[src/rtl/ife_pkg.sv]
// Shared types and defaults for the IFE block-queue consumers.
// Used by ife_slot_mux and ife_block_unpacker.
package ife_pkg;

    localparam int BLOCK_WIDTH_DEF = 128;
    localparam int INSTR_WIDTH_DEF = 32;

    typedef logic [INSTR_WIDTH_DEF-1:0] instr_t;

    typedef enum logic [0:0] {
        S_EMPTY = 1'b0,
        S_DRAIN = 1'b1
    } unpack_state_e;

    function automatic int slots_f(input int block_width = BLOCK_WIDTH_DEF,
                                   input int instr_width = INSTR_WIDTH_DEF);
        return block_width / instr_width;
    endfunction

endpackage

[src/rtl/ife_slot_mux.sv]
// Combinational selector: picks instruction slot 'slot' out of a block.
// Slot 0 is the least significant INSTR_WIDTH bits.
module ife_slot_mux
    import ife_pkg::*;
#(
    parameter int BLOCK_WIDTH = BLOCK_WIDTH_DEF,
    parameter int INSTR_WIDTH = INSTR_WIDTH_DEF,
    parameter int SLOT_W      = $clog2(slots_f(BLOCK_WIDTH, INSTR_WIDTH))
) (
    input  logic [BLOCK_WIDTH-1:0] blk,
    input  logic [SLOT_W-1:0]      slot,
    output logic [INSTR_WIDTH-1:0] instr
);

    localparam int SLOTS = slots_f(BLOCK_WIDTH, INSTR_WIDTH);

    // NOTE: default assignment first so no path through the loop leaves instr unassigned (no latch).
    always_comb begin
        instr = '0;
        for (int k = 0; k < SLOTS; k++) begin
            if (slot == SLOT_W'(k)) begin
                instr = blk[k*INSTR_WIDTH +: INSTR_WIDTH];
            end
        end
    end

endmodule

[src/rtl/ife_block_unpacker.sv]
// Pops instruction blocks from the show-ahead block queue and issues one slot per cycle.
// Optional macro IFE_SKIP_ZERO_EN: suppress all-zero slots instead of issuing them.
module ife_block_unpacker
    import ife_pkg::*;
#(
    parameter int                   BLOCK_WIDTH = 128,
    parameter int                   INSTR_WIDTH = 32,
    parameter int                   PC_WIDTH    = 64,
    parameter logic [PC_WIDTH-1:0]  RESET_PC    = 64'h0000_0000_8000_0000
) (
    input  logic                                   clk,
    input  logic                                   rst,
    input  logic                                   q_empty,
    input  logic [BLOCK_WIDTH-1:0]                 q_block,
    output logic                                   q_pop,
    input  logic                                   flush,
    input  logic [PC_WIDTH-1:0]                    flush_pc,
    output logic                                   out_valid,
    input  logic                                   out_ready,
    output logic [INSTR_WIDTH-1:0]                 out_instr,
    output logic [PC_WIDTH-1:0]                    out_pc,
    output logic [$clog2(BLOCK_WIDTH/INSTR_WIDTH)-1:0] out_slot
);

    localparam int SLOTS  = slots_f(BLOCK_WIDTH, INSTR_WIDTH);
    localparam int SLOT_W = $clog2(SLOTS);

    localparam logic [0:0] ST_EMPTY = S_EMPTY;
    localparam logic [0:0] ST_DRAIN = S_DRAIN;

    localparam logic [PC_WIDTH-1:0] PC_STEP = PC_WIDTH'(INSTR_WIDTH / 8);
    localparam logic [SLOT_W-1:0]   LAST    = SLOT_W'(SLOTS - 1);

    logic [0:0]             state_q;
    logic [BLOCK_WIDTH-1:0] blk_q;
    logic [SLOT_W-1:0]      slot_q;
    logic [PC_WIDTH-1:0]    pc_q;

    logic [INSTR_WIDTH-1:0] cur_instr;
    logic                   draining;
    logic                   skip;
    logic                   advance;
    logic                   last;
    logic                   load;

    ife_slot_mux #(
        .BLOCK_WIDTH (BLOCK_WIDTH),
        .INSTR_WIDTH (INSTR_WIDTH),
        .SLOT_W      (SLOT_W)
    ) u_slot_mux (
        .blk   (blk_q),
        .slot  (slot_q),
        .instr (cur_instr)
    );

    assign draining = (state_q == ST_DRAIN);
    assign last     = (slot_q == LAST);

`ifdef IFE_SKIP_ZERO_EN
    assign skip = draining && (cur_instr == '0);
`else
    assign skip = 1'b0;
`endif

    // A skipped slot moves the cursor exactly as an accepted one would.
    assign out_valid = draining && !flush && !skip;
    assign advance   = draining && !flush && ((out_valid && out_ready) || skip);

    // The queue head is latched either when idle or when the last slot retires.
    assign load  = !rst && !flush && !q_empty && (!draining || (advance && last));
    assign q_pop = load;

    assign out_instr = draining ? cur_instr : '0;
    assign out_pc    = pc_q;
    assign out_slot  = slot_q;

    // NOTE: all state updates are non-blocking so every register samples pre-edge values.
    always_ff @(posedge clk or posedge rst) begin
        if (rst) begin
            state_q <= ST_EMPTY;
            blk_q   <= '0;
            slot_q  <= '0;
            pc_q    <= RESET_PC;
        end else if (flush) begin
            state_q <= ST_EMPTY;
            slot_q  <= '0;
            pc_q    <= flush_pc;
        end else begin
            if (advance) begin
                pc_q   <= pc_q + PC_STEP;
                slot_q <= last ? '0 : slot_q + SLOT_W'(1);
            end
            if (load) begin
                blk_q   <= q_block;
                slot_q  <= '0;
                state_q <= ST_DRAIN;
            end else if (advance && last) begin
                state_q <= ST_EMPTY;
            end
        end
    end

endmodule

[config.mk]
export PLATFORM = sky130hd
export DESIGN_NAME = ife_block_unpacker
export DESIGN_NICKNAME = d
export VERILOG_FILES = /design/src/rtl/ife_pkg.sv /design/src/rtl/ife_slot_mux.sv /design/src/rtl/ife_block_unpacker.sv
export SDC_FILE = /design/constraint.sdc
export NUM_CORES = 1
export LEC_CHECK = 0
export BUFFER_PORTS_ARGS = -buffer_cell sky130_fd_sc_hd__buf_4
export CORE_MARGIN = 5
export CORE_UTILIZATION = 53
export DETAILED_ROUTE_END_ITERATION = 10
export HOLD_SLACK_MARGIN = 0.03
export PLACE_DENSITY = 0.87
export SLEW_MARGIN = 20
export SYNTH_ARGS = -nofsm -noshare
export SYNTH_HDL_FRONTEND = slang
export SYNTH_SLANG_ARGS = --single-unit
[constraint.sdc]
create_clock -name clk -period 6.3 [get_ports clk]
set_clock_uncertainty 0.1 [all_clocks]
set_input_delay 0.315 -clock clk [delete_from_list [all_inputs] [get_ports clk]]
set_output_delay 0.315 -clock clk [all_outputs]
set_load 0.01 [all_outputs]
* After elaboration in Yosys (flattened, before gate mapping) *
Cells that the tools add are included.

word-level totals
  register bits after elaboration = 195
  latch bits = 0
  RAM bits = 0
  memory bits (read-only) = 0
  bits of input ports = 197
  output and inout bits = 100
  logic and storage cells = 41
  memories = 0

operators by class
  add/subtract/negate cells = 2
  multiply operators = 0
  divide/modulo/power cells = 0
  $lt $le $gt $ge = 0
  equality and inequality tests = 3
  shifts and indexed selects = 0
  mux-type cells = 14
  bitwise gates (word level) = 1
  reductions and logical operators = 17

operators with widths
  kind                                            number
  two-way mux 32 bit                              5
  two-way mux 64 bit                              2
  adder 64 x 3 -> 64 bit (second input constant)  1
  two-way mux 2 bit                               4
  logical AND 1 bit                               7
  nonzero test 3 bit                              2
  == test 2 bit (second input constant)           2
  logical NOT 1 bit                               4
  two-way mux 1 bit                               3
  adder 2 x 1 -> 2 bit (second input constant)    1
  == test 2 x 1 -> 1 bit (second input constant)  1
  logical NOT 2 bit                               1
  AND reduction 2 bit                             1
  nonzero test 2 bit                              1
  logical OR 1 bit                                1
  inverter 1 bit                                  1

* Longest topological paths before layout *
  depth after elaboration = 9
  depth in mapped cells = 9
  gate-level depth less buffers = 7

* Modules after synthesis *
Synthesis repeated with hierarchy kept, for this count alone.

unflattened totals
  cells, all modules = 798
  area total of the unflattened synthesis = 9709.3 um^2

modules (own cells, without submodules)
  module              times used  cells an instance  area each (um^2)  sequential area each (um^2)
  ife_block_unpacker  1           759                8894.8            4880.9
  ife_slot_mux        1           39                 814.5             0.0

* Worst setup path before layout *
No wires, ideal clock.

  path type = reg-to-reg
  start = register slot_q[0], in the netlist out_slot[0]
  end = register blk_q[114]
  library setup time = 0.125 ns
  data arrival time = 2.472 ns
  data required time = 6.075 ns
  path slack = 3.603 ns
  cell stages (with the launch flop) = 7
  buffers on the path = 2
  clock period less this slack = 2.697 ns
  cell sequence = dfrtp_1 -> ha_1 -> nand2_1 -> a2111oi_0 -> clkbuf_1 -> buf_2 -> mux2_2

on the way
  longest elaborated chain between the ends = 5

RTL lines
  what                           line                      source
  start: declaration             ife_block_unpacker.sv:36  logic [SLOT_W-1:0] slot_q;
  start signal: assignment       ife_block_unpacker.sv:91  slot_q <= last ? '0 : slot_q + SLOT_W'(1);
  == test 2 bit                  ife_block_unpacker.sv:57  assign last = (slot_q == LAST);
  logical AND 1 bit              ife_block_unpacker.sv:70  assign load = !rst && !flush && !q_empty && (!draining || (advance && last));
  logical OR 1 bit               ife_block_unpacker.sv:70
  logical AND 1 bit              ife_block_unpacker.sv:70
  net q_pop                      ife_block_unpacker.sv:15  output logic q_pop,
  AND reduction 2 bit (no line)  --
  end signal: assignment         ife_block_unpacker.sv:94  blk_q <= q_block;
  end: declaration               ife_block_unpacker.sv:35  logic [BLOCK_WIDTH-1:0] blk_q;

The timed path passes the listed nets, and every way through them passes these cells.
A chain may end at the register's enable or synchronous reset.

* Final worst setup path *
  start = register slot_q[1], in the netlist out_slot[1]
  end = output port out_instr[4]

on the way
  longest elaborated chain between the ends = 6
  elaborated cells on any way between the ends = 9
  classes of those cells = eq/ne: 3; mux: 5; reduce/logical: 1

RTL lines
  what                              line                      source
  logical NOT 2 bit                 ife_slot_mux.sv:21        if (slot == SLOT_W'(k)) begin
  two-way mux 32 bit (3 in series)  ife_slot_mux.sv:21
  two-way mux 32 bit (*)            ife_slot_mux.sv:21
  two-way mux 32 bit (*)            ife_block_unpacker.sv:73  assign out_instr = draining ? cur_instr : '0;
  end: declaration                  ife_block_unpacker.sv:20  output logic [INSTR_WIDTH-1:0] out_instr,

Mark *: on every way between the ends. The rest lies on a longest branch, timed or not.

==> parameters.txt <==
Parameter                              Value

Placed design
  Placer Congestion ... 0.980
  Number of placed cells counting well taps ... between 1.5k and 2k
  Total of buffers placed on input and output ports ... 296
  HPWL reported at the end of detailed placement ... 22700 um

Clock network
  Clock net sink count ... a little under 200
  CTS Root Cell ... clkbuf_16
  Post-CTS setup buffer count ... 0
  Clock transition at the register clock pins on the worst setup and hold paths after CTS ... 0.07 ns
  TritonCTS Buffers ... 17
  Clock insertion delay at the later pin of the skew report ... between 0.4 and 0.5 ns
  CTS tree ... yes
  CTS max path bufs ... 2
  Htree depth ... 4

Finish
  Number of fill cells in the layout ... between 1k and 1.5k
  Final std cells w/o fill ... around 1.7k
  Share of final-layout standard cells stronger than drive strength 1 ... 0.336
  Most common cell after layout, fill and taps aside ... buf_4
  Most used cells in the layout excluding fill and tap cells ... buf_4, dfrtp_1, dlygate4sd3_1
  FF+latch area ... 0.00488 mm^2
  Synthesis-to-layout area growth ... 46.0%
  Final net count ... 1657
  Area used by multi-input combinational logic ... 0.00500 mm^2

Floorplan
  Effective utilization at floorplan ... 0.541
  Num rows ... 50
  Die height ... 149 um
  Die extent in x ... 149 um
  Die footprint ... 0.0221 mm^2
  Total core area ... 0.0188 mm^2
  Top-level port count ... 297

Yosys
  Synth unique cells ... between 50 and 60
  Post-synth EDFFs ... 0
  Number of nets in the synthesized netlist ... 1226
  Count of state elements after synthesis ... 195
  Gate Count Post-Synth ... around 1k
  Share of flip-flops with an asynchronous set or reset ... 1.00
  Mean post-synth cell area ... 9.94 um^2
  Yosys synthesis warning count ... 0
  Most used flip-flop cell after synthesis ... dfrtp_1
  Sequential cell area fraction in the yosys report ... 0.479
  Mapped Area ... 0.0102 mm^2

GRT
  Wire length of the first global-routing pass ... 59100 um
  Maximum number of pins on one net before global-route repair ... 123
  Overall track demand over capacity in global routing ... 0.339
  Leftover overflow at the end of global routing ... 0
  Antenna violations before repair ... 5
  Vias in the first global route ... 10.8k

Routing
  Post-route ant nets ... 0
  Violation count after the first detailed-route iteration ... roughly 1.1k
  Via count ... 10.6k
  Aggregate routed wire length ... between 30000 and 40000 um
  DR pass1 iterations ... 6
  Wire length per cell after detailed routing ... 22.1 um
  DRC errors left ... 0
  Via count normalized by instance count ... 6.11

Worst setup path
  Worst Path Class, Setup ... flop to output pin
  Worst Setup End Kind ... output pin
  Reg2Reg Launch Point ... out_slot[0]$_DFFE_PP0P_
  CP Data Arrival Time ... approximately 2.7 ns
  Endpoint required time on the critical path ... 5.88 ns
  Maximum fanout count along the critical path ... 64
  Crit path launch ... out_slot[1]$_DFFE_PP0P_
  Critical Path Source Type ... flop

Power
  IR Drop Worst-Case VDD ... approximately 0.00019 V
  Power per standard cell area ... 243 mW/mm^2
  Leakage power summed over all cells ... 6.33 nW

Timing
  RSZ-0062 raised after global routing ... no
  Minimum period implied by the final worst setup slack ... 3.15 ns
  Headroom to the max-slew limit ... 0.365
  Setup TNS ... 0 ns
  Final worst-path cycle share ... 0.500
  Setup-violating endpoint count in the final report ... 0
  Pins Over Slew Limit ... 0
  Fmax achieved ... 0.317 GHz
  Worst slew pin tran ... 0.953 ns
  Count of final hold-check violations ... 0

Hold path
  Source of the worst hold timing path ... flush_pc[20]
  Min-delay worst type ... input pin to flop

Outcome
  Outcome ... finished, final reports clean

Run
  Maximum Capacitance Violations ... 0
-- critical path, cell delays in order (launching register included) --
cell and delay [ns]:
dfrtp_1 0.42, inv_1 0.15, ha_4 0.59, nand2_1 0.13, a21oi_1 0.34, a21oi_1 0.09, o21ai_0 0.22, and2_1 0.19
buf_4 0.13
-- path summary, 6_finish.rpt --
path                                     endpoint  slack [ns]  cells after the start
max                                  out_instr[4]        3.15                      8
min                        out_pc[20]$_DFFE_PP0N_        0.04                      3
max reg2reg                 blk_q[81]$_DFFE_PP0P_        3.16                      6
min reg2reg                 blk_q[45]$_DFFE_PP0P_        0.41                      1
max in group asynchronous  out_pc[10]$_DFFE_PP0N_        4.03                      4
min in group asynchronous  out_pc[56]$_DFFE_PP0N_        0.58                      3
-- metal layers --
metal | up-vias | GRT usage | share of wire
met5 | - | 0 | 0
met4 | 0 | 0.194 | 0.065
met3 | 181 | 0.0667 | 0.084
met2 | 716 | 0.580 | 0.50
met1 | 5088 | 0.398 | 0.35
li1 | 4604 | - | -
-- kinds of logic after synthesis --
group,synth area share
multiplexers,0.150
adder cells (fa/ha/maj),0.00614
flip-flops,0.479
AO/OA/AOI/OAI,0.124
buffers and inverters,0.0316
XOR/XNOR,0.00860
AND/OR/NAND/NOR,0.201
-- flip-flops by register name, summed over array words and instances, names as in the netlist --
signal	flops
blk_q	128
out_slot	2
draining	1
out_pc	64
-- where the power goes --
group,switching [mW],internal (mW)
sequential,0.193,1.48
clock,0.559,0.530
combinational,0.373,0.478
-- Yosys cell counts (8+ instances only) --
library cell	count	area, um^2
nand2_1	142	533
nand3b_1	33	248
a31oi_1	10	62.6
o211ai_1	23	173
mux2_2	134	1510
and2_1	34	213
o21ai_0	58	290
clkbuf_1	47	176
dfrtp_1	194	4850
inv_1	18	67.6
buf_2	8	40.0
nand3_1	37	185
nor3_1	9	45.0
buf_1	10	37.5
nor2_1	34	128
a21oi_1	71	355
nand4_1	37	231
or3_1	9	56.3
nor4_1	15	93.8
o311ai_0	13	114
o31ai_1	9	67.6
-- cell type report --
type,count,area share
timing repair buffer,477,0.269
sequential,195,0.328
antenna,5,0.000842
inverter,18,0.00505
multi-input combinational,746,0.337
tap,260,0.0219
clock buffer,19,0.0291
clock inverter,13,0.00892
-- stage by stage --
step                       util  hold slack, ns  power [mW]  setup WS (ns)  instance area, um^2
after global routing      0.789          0.0311        3.75           2.97                14900
after global placement    0.669           0.388        2.34           3.42                12600
after detailed placement  0.669           0.396        2.39           3.34                12600
after CTS                 0.788          0.0324        3.53           3.03                14800
after floorplan               -           0.325        2.06          0.574                10200
final                     0.789          0.0400        3.61           3.15                14900
-- what timing repair did --
action / in CTS / in global routing
gates resized for setup: 0 / 0
endpoints found under the setup margin: 0 / 0
hold buffers: 168 / 0
hold endpoints to repair: 243 / 0
Note: power is estimated with default switching activity, not from simulation.
